<file path="config.mk">
export PLATFORM = sky130hd
export DESIGN_NAME = pipe_ctrl_unit_flat
export DESIGN_NICKNAME = d
export VERILOG_FILES = /design/src/rtl/pipe_ctrl_unit_if.sv /design/src/rtl/pipe_ctrl_unit.sv /design/src/flat_wrapper.sv
export SDC_FILE = /design/constraint.sdc
export NUM_CORES = 1
export LEC_CHECK = 0
export ABC_AREA = 0
export CORE_ASPECT_RATIO = 0.75
export CORE_MARGIN = 2
export CORE_UTILIZATION = 47
export CTS_CLUSTER_SIZE = 24
export DETAILED_ROUTE_END_ITERATION = 8
export PLACE_DENSITY_LB_ADDON = 0.3
export SLEW_MARGIN = 20
export SYNTH_ARGS = -nofsm -noshare
export SYNTH_HDL_FRONTEND = slang
export SYNTH_SLANG_ARGS = --single-unit
</file>
<file path="constraint.sdc">
create_clock -name clk -period 3.9 [get_ports clk]
set_clock_uncertainty 0.05 [all_clocks]
set_input_delay 0.78 -clock clk [delete_from_list [all_inputs] [get_ports clk]]
set_output_delay 0.78 -clock clk [all_outputs]
set_load 0.03 [all_outputs]
</file>
<file path="src/rtl/pipe_ctrl_unit_if.sv">
`default_nettype none
// ============================================================================
//  Module   : pipe_ctrl_unit_if
//  Brief    : Signal bundle between the pipeline control unit and the
//             datapath. The control unit takes the master side: it receives
//             ID/EX status and drives every stage control. The datapath
//             takes the slave side.
//  Revision : 1.0 - initial release
// ============================================================================
interface pipe_ctrl_unit_if #(
    parameter int RA_W = 4
);
    // ID/EX status from the datapath
    logic [3:0]      opcode_id;
    logic [RA_W-1:0] rs_id;
    logic [RA_W-1:0] rt_id;
    logic [RA_W-1:0] rd_ex;
    logic [1:0]      branch_result;
    logic            overflow_ex;

    // Front-end (PC / IF / ID) controls
    logic            pc_write;
    logic            ifid_write;
    logic            if_flush;
    logic            id_flush;
    logic            pc_op;
    logic            b_jmp;

    // Per-stage controls
    logic [1:0]      ex_alu_op;
    logic [1:0]      ex_mux_a;
    logic [1:0]      ex_mux_b;
    logic            mem_byte_en;
    logic            mem_write;
    logic            wb_mux_c;
    logic [1:0]      wb_reg_write;
    logic            wb_r0_select;

    // Status
    logic            exc_take;
    logic            ovf_status;
    logic            halted;

    modport master (
        input  opcode_id, rs_id, rt_id, rd_ex, branch_result, overflow_ex,
        output pc_write, ifid_write, if_flush, id_flush, pc_op, b_jmp,
        output ex_alu_op, ex_mux_a, ex_mux_b, mem_byte_en, mem_write,
        output wb_mux_c, wb_reg_write, wb_r0_select,
        output exc_take, ovf_status, halted
    );

    modport slave (
        output opcode_id, rs_id, rt_id, rd_ex, branch_result, overflow_ex,
        input  pc_write, ifid_write, if_flush, id_flush, pc_op, b_jmp,
        input  ex_alu_op, ex_mux_a, ex_mux_b, mem_byte_en, mem_write,
        input  wb_mux_c, wb_reg_write, wb_r0_select,
        input  exc_take, ovf_status, halted
    );
endinterface
`default_nettype wire

</file>
<file path="src/rtl/pipe_ctrl_unit.sv">
`default_nettype none
// ============================================================================
//  Module   : pipe_ctrl_unit
//  Brief    : Pipelined control unit for the 16-bit five-stage CPU. Decodes
//             the ID opcode into a control bundle, carries it through EX, MEM
//             and WB, and generates load-use stalls, branch/jump flushes and
//             the halt drain sequence.
//             Optional feature macro: PIPE_CTRL_OVF_TRAP_EN enables the ALU
//             overflow trap (exc_take pulse, sticky ovf_status).
//  Revision : 1.0 - initial release
// ============================================================================
module pipe_ctrl_unit #(
    parameter int RA_W       = 4,
    parameter int HALT_DRAIN = 3
) (
    input  logic             clk,
    input  logic             reset,
    pipe_ctrl_unit_if.master bus
);

    // Control bundle carried down the pipe; r0_select rides along to WB
    typedef struct packed {
        logic [1:0] alu_op;
        logic [1:0] mux_a;
        logic [1:0] mux_b;
        logic       mux_c;
        logic [1:0] reg_write;
        logic       byte_en;
        logic       mem_write;
        logic       r0_select;
    } bundle_t;

    typedef enum logic [1:0] {
        ST_RUN    = 2'd0,
        ST_DRAIN  = 2'd1,
        ST_HALTED = 2'd2
    } state_t;

    localparam logic [2:0]      c_drain_load = 3'(HALT_DRAIN);
    localparam logic [RA_W-1:0] c_reg_zero   = '0;

    localparam logic [3:0] c_op_halt  = 4'b0000;
    localparam logic [3:0] c_op_andi  = 4'b0001;
    localparam logic [3:0] c_op_ori   = 4'b0010;
    localparam logic [3:0] c_op_bgt   = 4'b0100;
    localparam logic [3:0] c_op_blt   = 4'b0101;
    localparam logic [3:0] c_op_beq   = 4'b0110;
    localparam logic [3:0] c_op_jmp   = 4'b0111;
    localparam logic [3:0] c_op_lbu   = 4'b1010;
    localparam logic [3:0] c_op_sb    = 4'b1011;
    localparam logic [3:0] c_op_lw    = 4'b1100;
    localparam logic [3:0] c_op_sw    = 4'b1101;
    localparam logic [3:0] c_op_rtype = 4'b1111;

    state_t     r_state;
    state_t     w_state_next;
    logic [2:0] r_cnt;
    logic [2:0] w_cnt_next;

    bundle_t    r_ex;
    bundle_t    r_mem;
    bundle_t    r_wb;
    bundle_t    w_dec;
    bundle_t    w_ex_next;
    bundle_t    w_mem_next;

    logic       w_ex_load;
    logic       w_stall;
    logic       w_br_taken;
    logic       w_jmp;
    logic       w_halt_id;
    logic       w_exc;
    logic       r_ovf;

    logic       w_pc_write;
    logic       w_ifid_write;
    logic       w_if_flush;
    logic       w_id_flush;
    logic       w_pc_op;
    logic       w_b_jmp;

    // Opcode decode into the control bundle; unlisted opcodes give a bubble
    always_comb begin
        w_dec = '0;
        case (bus.opcode_id)
            c_op_rtype: begin
                w_dec.alu_op    = 2'b01;
                w_dec.mux_c     = 1'b1;
                w_dec.reg_write = 2'b11;
            end
            c_op_andi: begin
                w_dec.alu_op    = 2'b00;
                w_dec.mux_b     = 2'b11;
                w_dec.mux_c     = 1'b1;
                w_dec.reg_write = 2'b11;
            end
            c_op_ori: begin
                w_dec.alu_op    = 2'b10;
                w_dec.mux_b     = 2'b11;
                w_dec.mux_c     = 1'b1;
                w_dec.reg_write = 2'b11;
            end
            c_op_lbu: begin
                w_dec.alu_op    = 2'b11;
                w_dec.mux_a     = 2'b11;
                w_dec.reg_write = 2'b11;
                w_dec.byte_en   = 1'b1;
            end
            c_op_sb: begin
                w_dec.alu_op    = 2'b11;
                w_dec.mux_a     = 2'b11;
                w_dec.byte_en   = 1'b1;
                w_dec.mem_write = 1'b1;
            end
            c_op_lw: begin
                w_dec.alu_op    = 2'b11;
                w_dec.mux_a     = 2'b11;
                w_dec.reg_write = 2'b11;
            end
            c_op_sw: begin
                w_dec.alu_op    = 2'b11;
                w_dec.mux_a     = 2'b11;
                w_dec.mem_write = 1'b1;
            end
            default: begin
                w_dec = '0;
            end
        endcase
    end

    // Loads are the only register writers that take WB data from memory
    assign w_ex_load = (r_ex.reg_write == 2'b11) && !r_ex.mux_c;

    assign w_stall = w_ex_load && (bus.rd_ex != c_reg_zero) &&
                     ((bus.rd_ex == bus.rs_id) || (bus.rd_ex == bus.rt_id));

    assign w_br_taken = ((bus.opcode_id == c_op_beq) && (bus.branch_result == 2'b01)) ||
                        ((bus.opcode_id == c_op_bgt) && (bus.branch_result == 2'b10)) ||
                        ((bus.opcode_id == c_op_blt) && (bus.branch_result == 2'b11));
    assign w_jmp      = (bus.opcode_id == c_op_jmp);
    assign w_halt_id  = (bus.opcode_id == c_op_halt);

`ifdef PIPE_CTRL_OVF_TRAP_EN
    // Trap only a result-writing, non-store instruction that overflowed
    assign w_exc = reset && bus.overflow_ex &&
                   (r_ex.reg_write == 2'b11) && !r_ex.mem_write;

    // Sticky overflow flag, cleared only by reset
    always_ff @(posedge clk) begin
        if (!reset) begin
            r_ovf <= 1'b0;
        end else if (w_exc) begin
            r_ovf <= 1'b1;
        end
    end
`else
    assign w_exc = 1'b0;
    assign r_ovf = 1'b0;
`endif

    // Next state, drain counter, front-end controls and the bundle entering EX
    always_comb begin
        w_state_next = r_state;
        w_cnt_next   = r_cnt;
        w_pc_write   = 1'b1;
        w_ifid_write = 1'b1;
        w_if_flush   = 1'b0;
        w_id_flush   = 1'b0;
        w_pc_op      = 1'b0;
        w_b_jmp      = 1'b0;
        w_ex_next    = w_dec;

        case (r_state)
            ST_RUN: begin
                if (w_halt_id && !w_stall && !w_exc) begin
                    w_state_next = ST_DRAIN;
                    w_cnt_next   = c_drain_load;
                end
            end
            ST_DRAIN: begin
                w_cnt_next = r_cnt - 3'd1;
                if (r_cnt <= 3'd1) begin
                    w_state_next = ST_HALTED;
                end
            end
            default: begin
                w_state_next = ST_HALTED;
            end
        endcase

        if (w_exc) begin
            w_if_flush = 1'b1;
            w_id_flush = 1'b1;
            w_pc_write = 1'b1;
            w_ex_next  = '0;
        end else if (r_state != ST_RUN) begin
            w_pc_write   = 1'b0;
            w_ifid_write = 1'b0;
            w_id_flush   = 1'b1;
            w_ex_next    = '0;
        end else if (w_stall) begin
            // Hold PC and IF/ID; branch evaluation is suppressed this cycle
            w_pc_write   = 1'b0;
            w_ifid_write = 1'b0;
            w_id_flush   = 1'b1;
            w_ex_next    = '0;
        end else if (w_halt_id) begin
            w_pc_write = 1'b0;
            w_if_flush = 1'b1;
            w_id_flush = 1'b1;
            w_ex_next  = '0;
        end else if (w_br_taken || w_jmp) begin
            w_pc_op             = 1'b1;
            w_b_jmp             = w_br_taken;
            w_if_flush          = 1'b1;
            w_id_flush          = 1'b1;
            w_ex_next           = '0;
            w_ex_next.r0_select = 1'b1;
        end

        // Reset overrides the front end so nothing is fetched while held
        if (!reset) begin
            w_pc_write   = 1'b0;
            w_ifid_write = 1'b0;
            w_if_flush   = 1'b1;
            w_id_flush   = 1'b1;
            w_pc_op      = 1'b0;
            w_b_jmp      = 1'b0;
        end
    end

    // A trapped instruction keeps flowing but loses its register write
    always_comb begin
        w_mem_next = r_ex;
        if (w_exc) begin
            w_mem_next.reg_write = 2'b00;
        end
    end

    // State register, drain counter and EX/MEM/WB bundle registers
    always_ff @(posedge clk) begin
        if (!reset) begin
            r_state <= ST_RUN;
            r_cnt   <= 3'd0;
            r_ex    <= '0;
            r_mem   <= '0;
            r_wb    <= '0;
        end else begin
            r_state <= w_state_next;
            r_cnt   <= w_cnt_next;
            r_ex    <= w_ex_next;
            r_mem   <= w_mem_next;
            r_wb    <= r_mem;
        end
    end

    assign bus.pc_write     = w_pc_write;
    assign bus.ifid_write   = w_ifid_write;
    assign bus.if_flush     = w_if_flush;
    assign bus.id_flush     = w_id_flush;
    assign bus.pc_op        = w_pc_op;
    assign bus.b_jmp        = w_b_jmp;

    assign bus.ex_alu_op    = r_ex.alu_op;
    assign bus.ex_mux_a     = r_ex.mux_a;
    assign bus.ex_mux_b     = r_ex.mux_b;
    assign bus.mem_byte_en  = r_mem.byte_en;
    assign bus.mem_write    = r_mem.mem_write;
    assign bus.wb_mux_c     = r_wb.mux_c;
    assign bus.wb_reg_write = r_wb.reg_write;
    assign bus.wb_r0_select = r_wb.r0_select;

    assign bus.exc_take     = w_exc;
    assign bus.ovf_status   = r_ovf;
    assign bus.halted       = (r_state == ST_HALTED);

endmodule
`default_nettype wire

</file>
<file path="src/flat_wrapper.sv">
// flat-port wrapper written by rule: the top's interface ports become plain ports
module pipe_ctrl_unit_flat 
#(
    parameter int RA_W       = 4,
    parameter int HALT_DRAIN = 3
)
  (clk, reset, bus_opcode_id, bus_rs_id, bus_rt_id, bus_rd_ex, bus_branch_result, bus_overflow_ex, bus_pc_write, bus_ifid_write, bus_if_flush, bus_id_flush, bus_pc_op, bus_b_jmp, bus_ex_alu_op, bus_ex_mux_a, bus_ex_mux_b, bus_mem_byte_en, bus_mem_write, bus_wb_mux_c, bus_wb_reg_write, bus_wb_r0_select, bus_exc_take, bus_ovf_status, bus_halted);
  pipe_ctrl_unit_if #(.RA_W(RA_W)) bus_i ();
  input  logic clk;
  input  logic reset;
  input wire logic [$bits(bus_i.opcode_id)-1:0] bus_opcode_id;
  input wire logic [$bits(bus_i.rs_id)-1:0] bus_rs_id;
  input wire logic [$bits(bus_i.rt_id)-1:0] bus_rt_id;
  input wire logic [$bits(bus_i.rd_ex)-1:0] bus_rd_ex;
  input wire logic [$bits(bus_i.branch_result)-1:0] bus_branch_result;
  input wire logic [$bits(bus_i.overflow_ex)-1:0] bus_overflow_ex;
  output wire logic [$bits(bus_i.pc_write)-1:0] bus_pc_write;
  output wire logic [$bits(bus_i.ifid_write)-1:0] bus_ifid_write;
  output wire logic [$bits(bus_i.if_flush)-1:0] bus_if_flush;
  output wire logic [$bits(bus_i.id_flush)-1:0] bus_id_flush;
  output wire logic [$bits(bus_i.pc_op)-1:0] bus_pc_op;
  output wire logic [$bits(bus_i.b_jmp)-1:0] bus_b_jmp;
  output wire logic [$bits(bus_i.ex_alu_op)-1:0] bus_ex_alu_op;
  output wire logic [$bits(bus_i.ex_mux_a)-1:0] bus_ex_mux_a;
  output wire logic [$bits(bus_i.ex_mux_b)-1:0] bus_ex_mux_b;
  output wire logic [$bits(bus_i.mem_byte_en)-1:0] bus_mem_byte_en;
  output wire logic [$bits(bus_i.mem_write)-1:0] bus_mem_write;
  output wire logic [$bits(bus_i.wb_mux_c)-1:0] bus_wb_mux_c;
  output wire logic [$bits(bus_i.wb_reg_write)-1:0] bus_wb_reg_write;
  output wire logic [$bits(bus_i.wb_r0_select)-1:0] bus_wb_r0_select;
  output wire logic [$bits(bus_i.exc_take)-1:0] bus_exc_take;
  output wire logic [$bits(bus_i.ovf_status)-1:0] bus_ovf_status;
  output wire logic [$bits(bus_i.halted)-1:0] bus_halted;
  assign bus_i.opcode_id = bus_opcode_id;
  assign bus_i.rs_id = bus_rs_id;
  assign bus_i.rt_id = bus_rt_id;
  assign bus_i.rd_ex = bus_rd_ex;
  assign bus_i.branch_result = bus_branch_result;
  assign bus_i.overflow_ex = bus_overflow_ex;
  assign bus_pc_write = bus_i.pc_write;
  assign bus_ifid_write = bus_i.ifid_write;
  assign bus_if_flush = bus_i.if_flush;
  assign bus_id_flush = bus_i.id_flush;
  assign bus_pc_op = bus_i.pc_op;
  assign bus_b_jmp = bus_i.b_jmp;
  assign bus_ex_alu_op = bus_i.ex_alu_op;
  assign bus_ex_mux_a = bus_i.ex_mux_a;
  assign bus_ex_mux_b = bus_i.ex_mux_b;
  assign bus_mem_byte_en = bus_i.mem_byte_en;
  assign bus_mem_write = bus_i.mem_write;
  assign bus_wb_mux_c = bus_i.wb_mux_c;
  assign bus_wb_reg_write = bus_i.wb_reg_write;
  assign bus_wb_r0_select = bus_i.wb_r0_select;
  assign bus_exc_take = bus_i.exc_take;
  assign bus_ovf_status = bus_i.ovf_status;
  assign bus_halted = bus_i.halted;
  pipe_ctrl_unit #(.RA_W(RA_W), .HALT_DRAIN(HALT_DRAIN)) u_core (.clk(clk), .reset(reset), .bus(bus_i));
endmodule
</file>
======== Word level (Yosys, flattened, before mapping) ========
Index checks and enable logic that the tools add are counted.
storage, ports and cells
  register bits ........................... 27
  input port bits ......................... 21
  output and inout port bits .............. 21
  word-level logic and storage cells ...... 107
operators by class
  add/subtract/negate cells ............... 1
  order comparisons ....................... 1
  equality and inequality tests ........... 21
  multiplexer cells ....................... 37
  bitwise gates (word level) .............. 1
  reduce and logical (&&, ||, !) cells .... 28
operators by type and width
  kind                                                                               count
  1-bit 2-to-1 mux                                                                   28
  4-bit == test (second input constant)                                              5
  4-bit by 3-bit == test with 1-bit output (second input constant)                   4
  2-bit 2-to-1 mux                                                                   5
  5-bit OR reduction                                                                 2
  2-bit == test (second input constant)                                              4
  4-bit == test                                                                      2
  4-bit OR reduction                                                                 2
  1-bit logical AND                                                                  7
  2-bit one-hot mux with 3 select lines                                              1
  3-bit one-hot mux with 2 select lines                                              1
  2-bit OR reduction                                                                 3
  2-bit by 1-bit == test with 1-bit output (second input constant)                   2
  4-bit by 1-bit == test with 1-bit output (second input constant)                   1
  4-bit by 2-bit == test with 1-bit output (second input constant)                   1
  4-bit logical NOT                                                                  1
  1-bit logical OR                                                                   4
  2-bit by 1-bit inequality test with 1-bit output (second input constant)           2
  2-bit one-hot mux with 2 select lines                                              1
  2-bit AND reduction                                                                2
  2-bit nonzero test                                                                 2
  4-bit nonzero test                                                                 1
  3-bit by 1-bit less-or-equal comparator with 1-bit output (second input constant)  1
  3-bit 2-to-1 mux                                                                   1
  other kinds (5)                                                                    6

======== Logic depth before layout (Yosys ltp) ========
  word-level depth ........................ 10
  gate-level depth with buffers ........... 6
  mapped depth without buffers ............ 5

======== Worst setup path before layout ========
OpenSTA, ideal clock, no wires.
  path type ............................... input port to output port
  start point ............................. input bus_rd_ex[0]
  end point ............................... output bus_b_jmp
  data arrival time ....................... 2343 ps
  data required time ...................... 3070 ps
  path slack .............................. 727 ps
  cell stages on the path ................. 5
  buffers on the path ..................... 0
  path through ............................ nor4_1 > nor3b_1 > o21ai_2 > nand2_2 > nor4_1
on the way
  cells in the longest elaborated chain, start to end .. 6
  elaborated cells between the ends (all ways) .. 9
  those cells by class .................... eq/ne (2); mux (3); reduce/logical (4)
ends and longest elaborated chain
  item                                                          line                                          text
  from (decl)                                                   flat_wrapper.sv:14                            input wire logic [$bits(bus_i.rd_ex)-1:0] bus_rd_ex;
  4-bit == test / 4-bit nonzero test (equally long branches)    pipe_ctrl_unit.sv:135, pipe_ctrl_unit.sv:134
  1-bit logical OR / 1-bit logical AND (equally long branches)  pipe_ctrl_unit.sv:135, pipe_ctrl_unit.sv:134
  1-bit logical AND *                                           pipe_ctrl_unit.sv:134                         assign w_stall = w_ex_load && (bus.rd_ex != c_reg_zero) &&
  1-bit 2-to-1 mux *                                            pipe_ctrl_unit.sv:201                         end else if (w_stall) begin
  1-bit 2-to-1 mux *                                            pipe_ctrl_unit.sv:196                         end else if (r_state != ST_RUN) begin
  1-bit 2-to-1 mux *                                            pipe_ctrl_unit.sv:222                         if (!reset) begin
  to (decl)                                                     flat_wrapper.sv:22                            output wire logic [$bits(bus_i.b_jmp)-1:0] bus_b_jmp;
Every way passes the cells marked *; elsewhere a longest branch is shown, timed or not.

======== Worst setup path after layout ========
  start point ............................. input bus_rd_ex[1]
  end point ............................... output bus_id_flush
on the way
  cells in the longest elaborated chain, start to end .. 6
  elaborated cells between the ends (all ways) .. 9
  those cells by class .................... eq/ne (2); mux (3); reduce/logical (4)
ends and longest elaborated chain
  item                                                          line                                          text
  4-bit == test / 4-bit nonzero test (equally long branches)    pipe_ctrl_unit.sv:135, pipe_ctrl_unit.sv:134
  1-bit logical OR / 1-bit logical AND (equally long branches)  pipe_ctrl_unit.sv:135, pipe_ctrl_unit.sv:134
  1-bit logical AND *                                           pipe_ctrl_unit.sv:134
  1-bit 2-to-1 mux *                                            pipe_ctrl_unit.sv:201
  1-bit 2-to-1 mux *                                            pipe_ctrl_unit.sv:196
  1-bit 2-to-1 mux *                                            pipe_ctrl_unit.sv:222
  to (decl)                                                     flat_wrapper.sv:20                            output wire logic [$bits(bus_i.id_flush)-1:0] bus_id_flush;
Marks and branches as above.

==> metrics.txt <==
outcome finished, final reports clean; mapped cell area 0.00117 mm^2; worst hold slack 0.388 ns; Max Clk Rate 0.267 GHz; RePlAce Congestion 0.784; sequential area share after synthesis 37.5%; total die area 0.00292 mm^2; Hold Path Cell Cnt 1; CTS Hold Buffers Added 0; first-pass GRT wire length 3640 um; CTS Buf Count 3; Final Max Slew Viols 0; design area 0.00162 mm^2; most frequent cells in the layout 35 x clkdlybuf4s50_1, 22 x dfxtp_1, 14 x nor2_1; Detailed Route Iter0 Violations 33; DP Wirelength 2000 um; die height 47.3 um; post-synthesis async set-or-reset flop share 0%; # port buffers 38; setup violators final 0; PD cells 324 mW/mm^2; commonest non-fill, non-tap cell in the layout clkdlybuf4s50_1; drt wl/cell 11.4 um; placed inst area 0.00156 mm^2; static leakage 0.670 nW; largest net degree at the start of global routing 15; vias per cell 4.91; Finished Core Util 69.8%; Synth-to-Final Area Change 38.2%; Clock Pin Slew Worst Setup and Hold Paths 0.12 ns; Synth Flop Type dfxtp_1; via count 1027; Clock Tree Buf Depth 2; Worst Path Arrival 2.91 ns; Die Wd 61.7 um; DR pass1 iterations 4; drt total wl 2390 um; kind of critical path in2out; Routed Antenna Nets 0; setup tns final 0 ns; Syn Area/Cell 8.45 um^2; RSZ-0062 raised after global routing false; share of layout cells above drive strength 1 11.4%; EDFF count, synth 0; CTS tree built; core area 0.00233 mm^2; DRC Markers 0; Std-Cell Rows 15; startpoint types input pin; Yosys Warn Count 0; crit end category output port; Final Hold Fails 0; initial antenna violation count 0; clk_lat worst skew 0.30 ns; root buf cell clkbuf_4; CTS Sinks 22; period utilisation layout 95.9%; min-delay worst type reg2reg; Mapped Cells 139; Post-Place Cells 205; H-Tree Depth 1; GRT overflow 0; Net count, final 199; vias in the first global route 885; Layout Cells excl Fill 209; Final min period 3.74 ns; # Max-Cap Violations 0; Global Route Usage Sum 17.3%; Antenna Cells 0; maximum vdd drop 0.000157 V; worst-case reg-to-reg path depth 4; count of cell types in the netlist 35; Initial Util 50.5%; IO Pins 42; WP data required 3.07 ns; worst-path maximum fanout 4; Synth Register Bits 22
state kept, by name, indices dropped and copies added (netlist names):
name / flops
u_core.bus.ex_alu_op: 2
u_core.r_ex: 5
u_core.bus.mem_byte_en: 1
u_core.r_state: 2
u_core.bus.wb_mux_c: 1
u_core.bus.wb_r0_select: 1
u_core.bus.mem_write: 1
u_core.bus.ex_mux_b: 1
u_core.r_cnt: 3
u_core.r_mem: 3
u_core.bus.wb_reg_write: 1
u_core.bus.ex_mux_a: 1
layout make-up:
class,instances,area [um^2]
Fill cell,200,703
Clock inverter,1,30.0
Tap cell,34,42.5
Clock buffer,3,22.5
Sequential cell,22,440
Multi-Input combinational cell,95,611
Inverter,8,30.0
Timing Repair Buffer,46,448
Yosys cell counts, drive strengths merged (2+ instances only):
cell type,number,area [um^2]
a211oi,4,30.0
nor2b,3,18.8
a2111oi,3,45.0
nor3,2,10.0
nor4,6,50.0
xor2,9,78.8
nor3b,2,15.0
nand3,3,20.0
a21oi,5,25.0
nor2,14,52.6
buf,13,90.1
nand2b,2,12.5
nand2,10,40.0
dfxtp,22,440
inv,8,30.0
o21ai,10,53.8
ha,2,25.0
and2,9,56.3
clkbuf,2,7.51
critical path: stages:
cell             delay, ns
clkdlybuf4s50_1       0.47
xor2_1                0.19
nor4_1                0.38
o21ai_2               0.16
nand3_2               0.13
nand2b_1              0.13
clkdlybuf4s50_1       0.67
final timing paths:
| kind | from | to | slack, ns |
|---|---|---|---|
| worst min register to register | u_core.r_mem[3] | u_core.bus.wb_reg_write[0] | 0.39 |
| worst min-delay path | u_core.r_mem[3] | u_core.bus.wb_reg_write[0] | 0.39 |
| worst max-delay path | bus_rd_ex[1] | bus_id_flush | 0.16 |
| worst max register to register | u_core.r_state[0] | u_core.bus.ex_alu_op[0] | 2.44 |
kinds of logic after synthesis:
logic type | share of synthesized area [%]
flops | 37.5
xor+xnor | 7.46
compound gates | 17.8
other cells | 0.319
fa+ha+maj | 2.13
buf+inv | 10.9
simple gates | 24.0
metal layers:
layer | part of all wire [%] | GRT usage [%] | up-vias
met5 | 0 | 0 | -
met4 | 0.71 | 6.38 | 0
met3 | 6.1 | 2.20 | 2
met2 | 47 | 32.0 | 31
met1 | 46 | 20.7 | 461
li1 | - | - | 533
power breakdown:
group	leakage [nW]	switching, mW	internal, mW
combinational	0.463	0.0659	0.0561
sequential	0.179	0.00368	0.233
clock	0.0279	0.0644	0.104
through the flow:
stage	worst slack, ns	power, mW
2_1_floorplan	0.727	0.315
6_report	0.159	0.527
3_3_place_gp	0.120	0.360
4_1_cts	0.0780	0.530
5_1_grt	0.00820	0.550
3_5_place_dp	0.104	0.364
what timing repair did:
item	4_1_cts	5_1_grt
setup endpoints to repair	0	3
buffers inserted	0	0
gates resized for setup	0	3
hold endpoints to repair	0	0
No activity file was read; power rests on OpenSTA's default activity.
